--- config.mk ---
export PLATFORM = sky130hd
export DESIGN_NAME = mem_wb_unit
export DESIGN_NICKNAME = d
export VERILOG_FILES = /design/src/rtl/mem_wb_unit_pkg.sv /design/src/rtl/mem_load_ext.sv /design/src/rtl/mem_wb_unit.sv
export SDC_FILE = /design/constraint.sdc
export NUM_CORES = 1
export LEC_CHECK = 0
export ABC_AREA = 0
export BUFFER_PORTS_ARGS = -buffer_cell sky130_fd_sc_hd__buf_2
export CAP_MARGIN = 30
export CORE_UTILIZATION = 35
export CTS_CLUSTER_DIAMETER = 100
export DETAILED_ROUTE_END_ITERATION = 6
export HOLD_SLACK_MARGIN = 0.03
export MAX_ROUTING_LAYER = met4
export PLACE_DENSITY = 0.62
export SLEW_MARGIN = 20
export SYNTH_ARGS = -nofsm -noshare
export SYNTH_HDL_FRONTEND = slang
export SYNTH_SLANG_ARGS = --single-unit
--- constraint.sdc ---
create_clock -name clk -period 4.7 [get_ports clk]
set_input_delay 0.47 -clock clk [delete_from_list [all_inputs] [get_ports clk]]
set_output_delay 0.47 -clock clk [all_outputs]
set_load 0.02 [all_outputs]
--- src/rtl/mem_wb_unit_pkg.sv ---
// Shared types for the memory-access / write-back stage: op codes, FSM states
// and small helpers that classify an op and give its access size.
package mem_wb_unit_pkg;

    localparam int REG_ADDR_W = 5;
    localparam int REG_W      = 32;
    localparam int BYTE_W     = 8;

    typedef enum logic [3:0] {
        MEM_NONE = 4'd0,
        MEM_LB   = 4'd1,
        MEM_LH   = 4'd2,
        MEM_LW   = 4'd3,
        MEM_LBU  = 4'd4,
        MEM_LHU  = 4'd5,
        MEM_SB   = 4'd6,
        MEM_SH   = 4'd7,
        MEM_SW   = 4'd8
    } mem_op_e;

    typedef enum logic [2:0] {
        ST_IDLE  = 3'd0,
        ST_LOAD  = 3'd1,
        ST_LWAIT = 3'd2,
        ST_STORE = 3'd3,
        ST_DONE  = 3'd4
    } state_e;

    function automatic logic is_load(input logic [3:0] op);
        return (op == MEM_LB) || (op == MEM_LH) || (op == MEM_LW) ||
               (op == MEM_LBU) || (op == MEM_LHU);
    endfunction

    function automatic logic is_store(input logic [3:0] op);
        return (op == MEM_SB) || (op == MEM_SH) || (op == MEM_SW);
    endfunction

    // Index of the last byte of the access (access size minus one).
    function automatic logic [1:0] last_idx(input logic [3:0] op);
        case (op)
            MEM_LH, MEM_LHU, MEM_SH: return 2'd1;
            MEM_LW, MEM_SW:          return 2'd3;
            default:                 return 2'd0;
        endcase
    endfunction

endpackage

--- src/rtl/mem_load_ext.sv ---
// Combinational load extension: turns assembled little-endian bytes into the
// register value, sign-extending LB/LH and zero-extending LBU/LHU.
module mem_load_ext
    import mem_wb_unit_pkg::*;
(
    input  logic [REG_W-1:0] raw,
    input  logic [3:0]       op,
    output logic [REG_W-1:0] result
);

    always_comb begin
        case (op)
            MEM_LB:  result = {{24{raw[7]}}, raw[7:0]};
            MEM_LH:  result = {{16{raw[15]}}, raw[15:0]};
            MEM_LBU: result = {24'd0, raw[7:0]};
            MEM_LHU: result = {16'd0, raw[15:0]};
            default: result = raw;
        endcase
    end

endmodule

--- src/rtl/mem_wb_unit.sv ---
// MEM/WB stage: ALU results pass through with one cycle of latency, loads and
// stores are serialised byte by byte over the RAM port while the pipeline stalls.
module mem_wb_unit
    import mem_wb_unit_pkg::*;
#(
    parameter int ADDR_W = 32
) (
    input  logic                  clk,
    input  logic                  rst,
    input  logic                  in_valid,
    input  logic [REG_ADDR_W-1:0] in_wd,
    input  logic                  in_wreg,
    input  logic [REG_W-1:0]      in_wdata,
    input  logic [3:0]            in_mem_op,
    input  logic [ADDR_W-1:0]     in_mem_addr,
    input  logic [REG_W-1:0]      in_store_data,
    output logic [ADDR_W-1:0]     mem_a,
    output logic [BYTE_W-1:0]     mem_dout,
    output logic                  mem_wr,
    input  logic [BYTE_W-1:0]     mem_din,
    output logic                  stall_req,
    output logic [REG_ADDR_W-1:0] waddr,
    output logic [REG_W-1:0]      wdata,
    output logic                  we
);

    state_e                state;
    logic [1:0]            cnt;
    logic [3:0]            op_q;
    logic [REG_ADDR_W-1:0] wd_q;
    logic                  wreg_q;
    logic [ADDR_W-1:0]     addr_q;
    logic [REG_W-1:0]      sdata_q;
    logic [REG_W-1:0]      asm_q;

    logic [1:0]            cap_idx;
    logic [1:0]            cnt_nxt;
    logic [REG_W-1:0]      asm_cap;
    logic [REG_W-1:0]      load_val;
    logic [ADDR_W-1:0]     next_a;
    logic                  accept_mem;

    assign accept_mem = in_valid && (is_load(in_mem_op) || is_store(in_mem_op));

    // stall_req is raised combinationally in the accept cycle so upstream holds.
    assign stall_req = (state == ST_LOAD) || (state == ST_LWAIT) || (state == ST_STORE) ||
                       ((state == ST_IDLE) && accept_mem);

    assign cnt_nxt = cnt + 2'd1;
    assign next_a  = addr_q + ADDR_W'(cnt_nxt);

    // Read data lags the address by one cycle, so LOAD captures byte cnt-1
    // while LWAIT captures the final byte cnt.
    // NOTE: every signal assigned here gets a default first so no latch is inferred.
    always_comb begin
        cap_idx = (state == ST_LWAIT) ? cnt : cnt - 2'd1;
        asm_cap = asm_q;
        asm_cap[{cap_idx, 3'b000} +: 8] = mem_din;
    end

    mem_load_ext u_load_ext (
        .raw    (asm_cap),
        .op     (op_q),
        .result (load_val)
    );

    // NOTE: all state below uses non-blocking assignments so every register
    // samples pre-edge values regardless of statement order.
    always_ff @(posedge clk) begin
        if (rst) begin
            state    <= ST_IDLE;
            cnt      <= 2'd0;
            op_q     <= MEM_NONE;
            wd_q     <= '0;
            wreg_q   <= 1'b0;
            addr_q   <= '0;
            sdata_q  <= '0;
            asm_q    <= '0;
            mem_a    <= '0;
            mem_dout <= '0;
            mem_wr   <= 1'b0;
            waddr    <= '0;
            wdata    <= '0;
            we       <= 1'b0;
        end else begin
            case (state)
                ST_IDLE: begin
                    mem_wr <= 1'b0;
                    if (accept_mem) begin
                        op_q    <= in_mem_op;
                        wd_q    <= in_wd;
                        wreg_q  <= in_wreg;
                        addr_q  <= in_mem_addr;
                        sdata_q <= in_store_data;
                        mem_a   <= in_mem_addr;
                        cnt     <= 2'd0;
                        we      <= 1'b0;
                        if (is_load(in_mem_op)) begin
                            asm_q <= '0;
                            state <= ST_LOAD;
                        end else begin
                            mem_dout <= in_store_data[7:0];
                            mem_wr   <= 1'b1;
                            state    <= ST_STORE;
                        end
                    end else if (in_valid) begin
                        we    <= in_wreg && (in_wd != '0);
                        waddr <= in_wd;
                        wdata <= in_wdata;
                    end else begin
                        we <= 1'b0;
                    end
                end
                ST_LOAD: begin
                    if (cnt != 2'd0) asm_q <= asm_cap;
                    if (cnt == last_idx(op_q)) begin
                        state <= ST_LWAIT;
                    end else begin
                        cnt   <= cnt_nxt;
                        mem_a <= next_a;
                    end
                end
                ST_LWAIT: begin
                    asm_q <= asm_cap;
                    we    <= wreg_q && (wd_q != '0);
                    waddr <= wd_q;
                    wdata <= load_val;
                    state <= ST_DONE;
                end
                ST_STORE: begin
                    if (cnt == last_idx(op_q)) begin
                        mem_wr <= 1'b0;
                        state  <= ST_DONE;
                    end else begin
                        cnt      <= cnt_nxt;
                        mem_a    <= next_a;
                        mem_dout <= sdata_q[{cnt_nxt, 3'b000} +: 8];
                    end
                end
                ST_DONE: begin
                    we    <= 1'b0;
                    state <= ST_IDLE;
                end
                default: state <= ST_IDLE;
            endcase
        end
    end

endmodule

==> metrics.md, run 1 <==
| Metric | Value |
|---|---|
| Status | `finished, final reports clean` |
| Reg2reg end | `wdata[30]` |
| Drt pass-1 iters | `5` |
| Cts hold-fix bufs | `0` |
| DRT iter0 DRCs | `572` |
| Most common cell after layout, fill and taps aside | `nand2_1` |
| Pin slew with the least headroom to its limit | `0.882 ns` |
| Die H | `163 um` |
| Most frequent cells in the layout | `nand2_1, buf_2, dfxtp_1, a21oi_1, nor2_1` |
| Total track usage | `20.7%` |
| Synth async-reset ratio | `0%` |
| Critical path peak fanout | `25` |
| CTS sink cnt | `190` |
| Port Buf Inserts | `196` |
| Mapped Cells | `1135` |
| Worst R2R Start | `state[2]` |
| Setup Fix Bufs, Post-CTS | `0` |
| Min Hold Slack | `0.278 ns` |
| CTS tree | `built` |
| Clk root buf | `clkbuf_16` |
| Die area | `26600 um2` |
| Floorplan row count | `58` |
| # nets final | `1407` |
| Post-synth EDFFs | `0` |
| Distinct cells, synth | `70` |
| Estimated wirelength of the detail-placed design | `18400 um` |
| Final setup vio count | `0` |
| Post-route setup TNS | `0 ns` |
| Post-layout util | `42.9%` |
| # Max-Cap Violations | `0` |
| Via count | `8484` |
| Max Freq | `251 MHz` |
| Static Leak | `4.31 nW` |
| Area grow syn2layout | `19.7%` |
| Syn Nets | `1259` |
| Final WL | `26500 um` |
| CTS buffer count | `17` |
| Period Utilization, post-route | `84.9%` |
| Post-route cell area | `10900 um2` |
| Synth warnings | `0` |
| Worst path cell trace | `or3b_2 > nand2_1 > a21boi_0 > inv_1 > ha_1 > nor3_1 > a32oi_2 > o311ai_4 > a21oi_1 > o32ai_1` |
| Drt wl/cell | `16.3 um` |
| Critical path startpoint | `state[2]` |
| DRC | `0` |
| Setup crit end kind | `flip-flop` |
| Synthesized area | `9070 um2` |
| H-tree depth | `4` |
| RSZ-0062 raised after global routing | `no` |
| Worst path slowest cell | `or3b_2` |
| Slew Viols, Final | `0` |
| Drt via density | `5.21` |
| Initial Util | `35.8%` |
| Antenna Nets Post-Route | `0` |
| Final Critical Period | `3.99 ns` |
| Total grt overflow | `0` |
| Worst setup path endpoint | `wdata[30]` |
| IO Pins | `197` |
| Die W | `163 um` |
| Pwr Density | `353 nW/um2` |
| Fin. Hold Viols | `0` |
| Vias in the first global route | `8104` |
| Reg2reg path depth | `10` |
| Rel. slew slack | `41.2%` |
| Clk_lat worst skew | `0.43 ns` |
| Mean post-synth cell area | `7.99 um2` |
| Layout cells sized above 1 | `21.1%` |
| Clock slew at reported path FFs | `0.07 ns` |
| Core area | `25300 um2` |
| Final Wtd Congestion | `0.840` |
| Setup crit start kind | `flip-flop` |
| Placement Cell Area | `10300 um2` |
| Post-synth top flop | `dfxtp_1` |
| # resized after CTS | `0` |
| Min-Delay Path Class | `primary input to flip-flop` |
| Largest net degree at the start of global routing | `83` |
| Initial antenna violation count | `2` |
| Clk_skew | `0.0152 ns` |
| First-pass GRT wire length | `42800 um` |
| CTS max path bufs | `2` |
| Crit-path max cell delay | `0.75 ns` |
| Synth Register Bits | `190` |
| R2R setup slack | `0.71 ns` |
| Peak supply drop | `217 uV` |
| Crit path DAT | `4.31 ns` |
| CP required | `5.03 ns` |
| Setup CP Type | `flip-flop to flip-flop` |
| Seq/Total Area, Yosys | `41.9%` |
==> through the flow <==
stage | worst slack (ns) | instances | total power [mW]
after global routing | 0.391 | 1628 | 4.02
after CTS | 0.753 | 1624 | 3.87
final | 0.710 | 1629 | 3.84
after global placement | 0.882 | 1590 | 2.44
after floorplan | 1.60 | 1135 | 2.22
after detailed placement | 0.773 | 1592 | 2.45
==> layer usage <==
layer,global-route usage (%),routed length [um]
met1,25.5,11900
met2,34.8,12800
met3,4.46,1430
met4,4.04,268
met5,-,0
==> worst min-delay path by stage <==
stage	to	depth (start not counted)	start
2_1_floorplan	asm_q[22]	2	asm_q[22]
3_3_place_gp	asm_q[30]	1	asm_q[30]
3_5_place_dp	wdata[18]	2	wdata[18]
4_1_cts	sdata_q[26]	3	in_store_data[26]
5_1_grt	sdata_q[26]	3	in_store_data[26]
6_report	sdata_q[26]	3	in_store_data[26]
==> Yosys cell counts (7+ instances only) <==
cell	instances	area share [%]
nand2_1	240	9.9
dfxtp_1	190	42
a21oi_1	123	6.8
nor2_1	86	3.6
clkbuf_1	67	2.8
inv_1	42	1.7
nand3_1	32	1.8
o21ai_0	32	1.8
a22o_1	28	2.7
nand4_1	24	1.7
o32ai_1	22	2.1
xor2_1	21	2.0
o31ai_1	17	1.4
o211ai_1	13	1.1
nor3_1	12	0.66
buf_2	11	0.61
nor2b_1	11	0.76
xnor2_1	11	1.1
mux2i_1	10	1.1
nand2b_1	9	0.62
a22oi_1	8	0.66
and3_1	8	0.55
mux4_2	8	2.0
o22ai_1	8	0.55
a311oi_1	7	0.68
o2bb2ai_1	7	0.68
==> kinds of logic (layout without fill, tap and decap cells) <==
group                    Yosys count  in the layout  synth area share, %
AND/OR/NAND/NOR                  453            453                 22.2
flip-flops                       190            190                 41.9
multiplexers                      21             21                 3.49
XOR/XNOR                          32             32                 3.09
AO/OA/AOI/OAI                    303            303                 22.7
adder cells (fa/ha/maj)            7              7                 1.05
buffers and inverters            129            290                 5.57
other                              0              3                    0
==> sequential cells by signal, indices dropped and copies added, names as in the netlist, 4 cells and up <==
name and flops:
addr_q 32, asm_q 32, mem_a 32, sdata_q 32, wdata 32, mem_dout 8, waddr 5, wd_q 5
op_q 4
==> critical path: cells and delay by family (launching register included) <==
family	cells	cell delay [ns]
flip-flops	1	0.55
AO/OA/AOI/OAI	5	1.55
buffers and inverters	1	0.11
adder cells (fa/ha/maj)	1	0.47
AND/OR/NAND/NOR	3	1.20
==> where the power goes <==
group | total (mW) | leakage, nW | internal [mW] | switching, mW
Combinational | 0.635 | 2.49 | 0.226 | 0.409
Clock | 1.42 | 0.272 | 0.768 | 0.653
Sequential | 1.78 | 1.55 | 1.71 | 0.0729
Total | 3.84 | 4.31 | 2.70 | 1.13
==> cell type report <==
type | count | area, um2
multi-input combinational | 816 | 4780
clock inverter | 10 | 106
clock buffer | 22 | 464
tap | 330 | 413
inverter | 44 | 165
fill | 2625 | 14500
antenna | 3 | 7.51
sequential | 190 | 3800
timing repair buffer | 214 | 1120
(Power assumes the default switching activity.)
==> inputs of run 2 (changes only) <==
- ABC_AREA: 0 -> 1
- PLACE_DENSITY: 0.62 -> 0.64
- clock period: 4.7 -> 3.28 ns (I/O delays scaled with it)
==> run 2 against run 1 <==
Against the previous run: setup slack got worse by 0.18 ns; global-route usage rose by 1.6 points; cell count rose by 21%; total power rose by 69%; highest routed layer unchanged; combinational power rose to 2.6 times the previous value; register-to-register slack got worse by 0.18 ns; non-clock buffer count rose by 5; core utilization fell by 0.43 points; routed wire length rose by 14%; sequential share of layout area fell by 1.7 points; worst hold slack got worse by 0.17 ns; critical path depth rose by 2.
==> metrics.md, run 2 <==
| Metric | Value |
|---|---|
| Pin slew with the least headroom to its limit | `0.618 ns (was 0.882 ns)` |
| # nets final | `1746 (was 1407)` |
| Setup CP Type | `flip-flop to flip-flop (unchanged)` |
| Setup crit start kind | `flip-flop (unchanged)` |
| Most common cell after layout, fill and taps aside | `nand2_1 (unchanged)` |
| Max Freq | `364 MHz (was 251 MHz)` |
| Layout cells sized above 1 | `17.7% (was 21.1%)` |
| Cts hold-fix bufs | `0 (unchanged)` |
| Top cell type's share of synthesized area | `39.7% (was 41.9%)` |
| Seq/Total Area, Yosys | `39.7% (was 41.9%)` |
| Via count | `9952 (was 8484)` |
| Clk root buf | `clkbuf_16 (unchanged)` |
| Synth async-reset ratio | `0% (unchanged)` |
| Die area | `28000 um2 (was 26600 um2)` |
| Rel. slew slack | `58.8% (was 41.2%)` |
| Worst path cell trace | `inv_1 > ha_1 > buf_4 > ha_1 > nand2_1 > a21oi_1 > inv_1 > nor3_1 > xor2_1 > o21ai_0 > nor2_1 > nor2_1 (was or3b_2 > nand2_1 > a21boi_0 > inv_1 > ha_1 > nor3_1 > a32oi_2 > o311ai_4 > a21oi_1 > o32ai_1)` |
| Dpl cells | `1944 (was 1592)` |
| Synthesized area | `9580 um2 (was 9070 um2)` |
| Overall power | `6.50 mW (was 3.84 mW)` |
| Post-layout util | `42.4% (was 42.9%)` |
| Placement Setup Slack | `0.537 ns (was 0.773 ns)` |
| Setup crit end kind | `flip-flop (unchanged)` |
| WL met3 | `1630 um (was 1430 um)` |
| Die W | `167 um (was 163 um)` |
| Total track usage | `22.3% (was 20.7%)` |
| Finished Layout Cells | `1977 (was 1629)` |
| DRC | `0 (unchanged)` |
| Final WL | `30100 um (was 26500 um)` |
| Core area | `26900 um2 (was 25300 um2)` |
| Placement Cell Area | `10800 um2 (was 10300 um2)` |
| Final setup vio count | `0 (unchanged)` |
| CTS sink cnt | `190 (unchanged)` |
| Filler cells | `2839 (was 2625)` |
| Final WS setup | `0.534 ns (was 0.710 ns)` |
| Post-route setup TNS | `0 ns (unchanged)` |
| Synth area leaders | `dfxtp_1, nand2_1, o21ai_0 (was dfxtp_1, nand2_1, a21oi_1)` |
| Peak supply drop | `354 uV (was 217 uV)` |
| IO Pins | `197 (unchanged)` |
| Final Wtd Congestion | `0.960 (was 0.840)` |
| Status | `finished, final reports clean (unchanged)` |
| DRT iter0 DRCs | `801 (was 572)` |
| Initial Util | `35.6% (was 35.8%)` |
| Antenna Nets Post-Route | `0 (unchanged)` |
| Met2 wire len | `14500 um (was 12800 um)` |
| CTS max path bufs | `2 (unchanged)` |
| Mean post-synth cell area | `6.52 um2 (was 7.99 um2)` |
| Pwr Density | `570 nW/um2 (was 353 nW/um2)` |
| Min Hold Slack | `0.110 ns (was 0.278 ns)` |
| H-tree depth | `4 (unchanged)` |
| Period Utilization, post-route | `83.7% (was 84.9%)` |
| Drt via density | `5.03 (was 5.21)` |
| Mapped Cells | `1468 (was 1135)` |
| Crit path DAT | `3.09 ns (was 4.31 ns)` |
| Min-Delay Path Class | `primary input to flip-flop (unchanged)` |
| Crit-path max cell delay | `0.43 ns (was 0.75 ns)` |
| Clock slew at reported path FFs | `0.08 ns (was 0.07 ns)` |
| Post-synth EDFFs | `0 (unchanged)` |
| Estimated wirelength of the detail-placed design | `21300 um (was 18400 um)` |
| Worst path slowest cell | `nor3_1 (was or3b_2)` |
| Fin. Hold Viols | `0 (unchanged)` |
| Clk_lat worst skew | `0.44 ns (was 0.43 ns)` |
| Vias in the first global route | `9495 (was 8104)` |
| Drt pass-1 iters | `5 (unchanged)` |
| Die H | `167 um (was 163 um)` |
| Initial antenna violation count | `1 (was 2)` |
| Synth Register Bits | `190 (unchanged)` |
| R2R setup slack | `0.53 ns (was 0.71 ns)` |
| Largest net degree at the start of global routing | `66 (was 83)` |
| Area grow syn2layout | `19.1% (was 19.7%)` |
| # Max-Cap Violations | `0 (unchanged)` |
| Cell taking the most area after synthesis | `dfxtp_1 (unchanged)` |
| CP required | `3.62 ns (was 5.03 ns)` |
| CTS tree | `built (unchanged)` |
| Syn Nets | `1592 (was 1259)` |
| Port Buf Inserts | `196 (unchanged)` |
| RSZ-0062 raised after global routing | `no (unchanged)` |
| Distinct cells, synth | `40 (was 70)` |
| Critical path peak fanout | `14 (was 25)` |
| Count leader, synth | `nand2_1 (unchanged)` |
| Synth warnings | `0 (unchanged)` |
| Uppermost layer routed | `met4 (unchanged)` |
| Synth cell count leaders | `nand2_1, nor2_1, o21ai_0, dfxtp_1, a21oi_1 (was nand2_1, dfxtp_1, a21oi_1, nor2_1, clkbuf_1)` |
| First-pass GRT wire length | `48900 um (was 42800 um)` |
| Post-Route M1 WL | `13600 um (was 11900 um)` |
| Slew Viols, Final | `0 (unchanged)` |
| Final Critical Period | `2.75 ns (was 3.99 ns)` |
| CTS buffer count | `17 (unchanged)` |
| Static Leak | `5.06 nW (was 4.31 nW)` |
| Total grt overflow | `0 (unchanged)` |
| Clk_skew | `0.0142 ns (was 0.0152 ns)` |
| Most frequent cells in the layout | `nand2_1, nor2_1, buf_2, o21ai_0, dfxtp_1 (was nand2_1, buf_2, dfxtp_1, a21oi_1, nor2_1)` |
| Floorplan row count | `60 (was 58)` |
| Post-synth top flop | `dfxtp_1 (unchanged)` |
| Post-route cell area | `11400 um2 (was 10900 um2)` |
| Setup Fix Bufs, Post-CTS | `0 (unchanged)` |
| # resized after CTS | `0 (unchanged)` |
| Drt wl/cell | `15.2 um (was 16.3 um)` |
==> run 2: logic make-up after synthesis <==
group	Yosys count	share of synthesized area [%]
AO/OA/AOI/OAI	356	19.4
flip-flops	190	39.7
XOR/XNOR	18	1.65
buffers and inverters	167	7.16
adder cells (fa/ha/maj)	7	0.993
AND/OR/NAND/NOR	730	31.1
==> run 2: worst max-delay path, delay by kind of cell, from the launching register on <==
kind,cells,cell delay (ns)
compound gates,2,0.35
simple gates,4,0.64
flops,1,0.38
buf+inv,3,0.45
xor+xnor,1,0.19
fa+ha+maj,2,0.64
==> run 2: layout make-up <==
type                       instances  area, um2  area share (%)
multi-input combinational       1111       5090            44.6
sequential                       190       3800            33.3
tap                              341        427            3.74
timing repair buffer             219       1170            10.2
inverter                          83        315            2.76
clock inverter                    15        176            1.55
clock buffer                      17        425            3.73
antenna                            1       2.50          0.0219
==> run 2: layer usage <==
metal	vias up	GRT usage (%)
li1	5081	-
met1	4519	28.5
met2	325	37.1
met3	27	3.05
met4	0	5.54
met5	-	-
==> run 2: report_power, final <==
| part | total (mW) | internal, mW | switching [mW] |
|---|---|---|---|
| clock network | 2.17 | 1.15 | 1.01 |
| logic | 1.62 | 0.505 | 1.12 |
| registers | 2.71 | 2.55 | 0.157 |
==> run 2: worst paths after layout <==
check                                   end              from  cells after the start
worst max register to register    mem_a[19]            cnt[1]                     12
worst min-delay path             sdata_q[9]  in_store_data[9]                      3
worst min register to register  sdata_q[18]       sdata_q[18]                      2
worst max-delay path              mem_a[19]            cnt[1]                     12
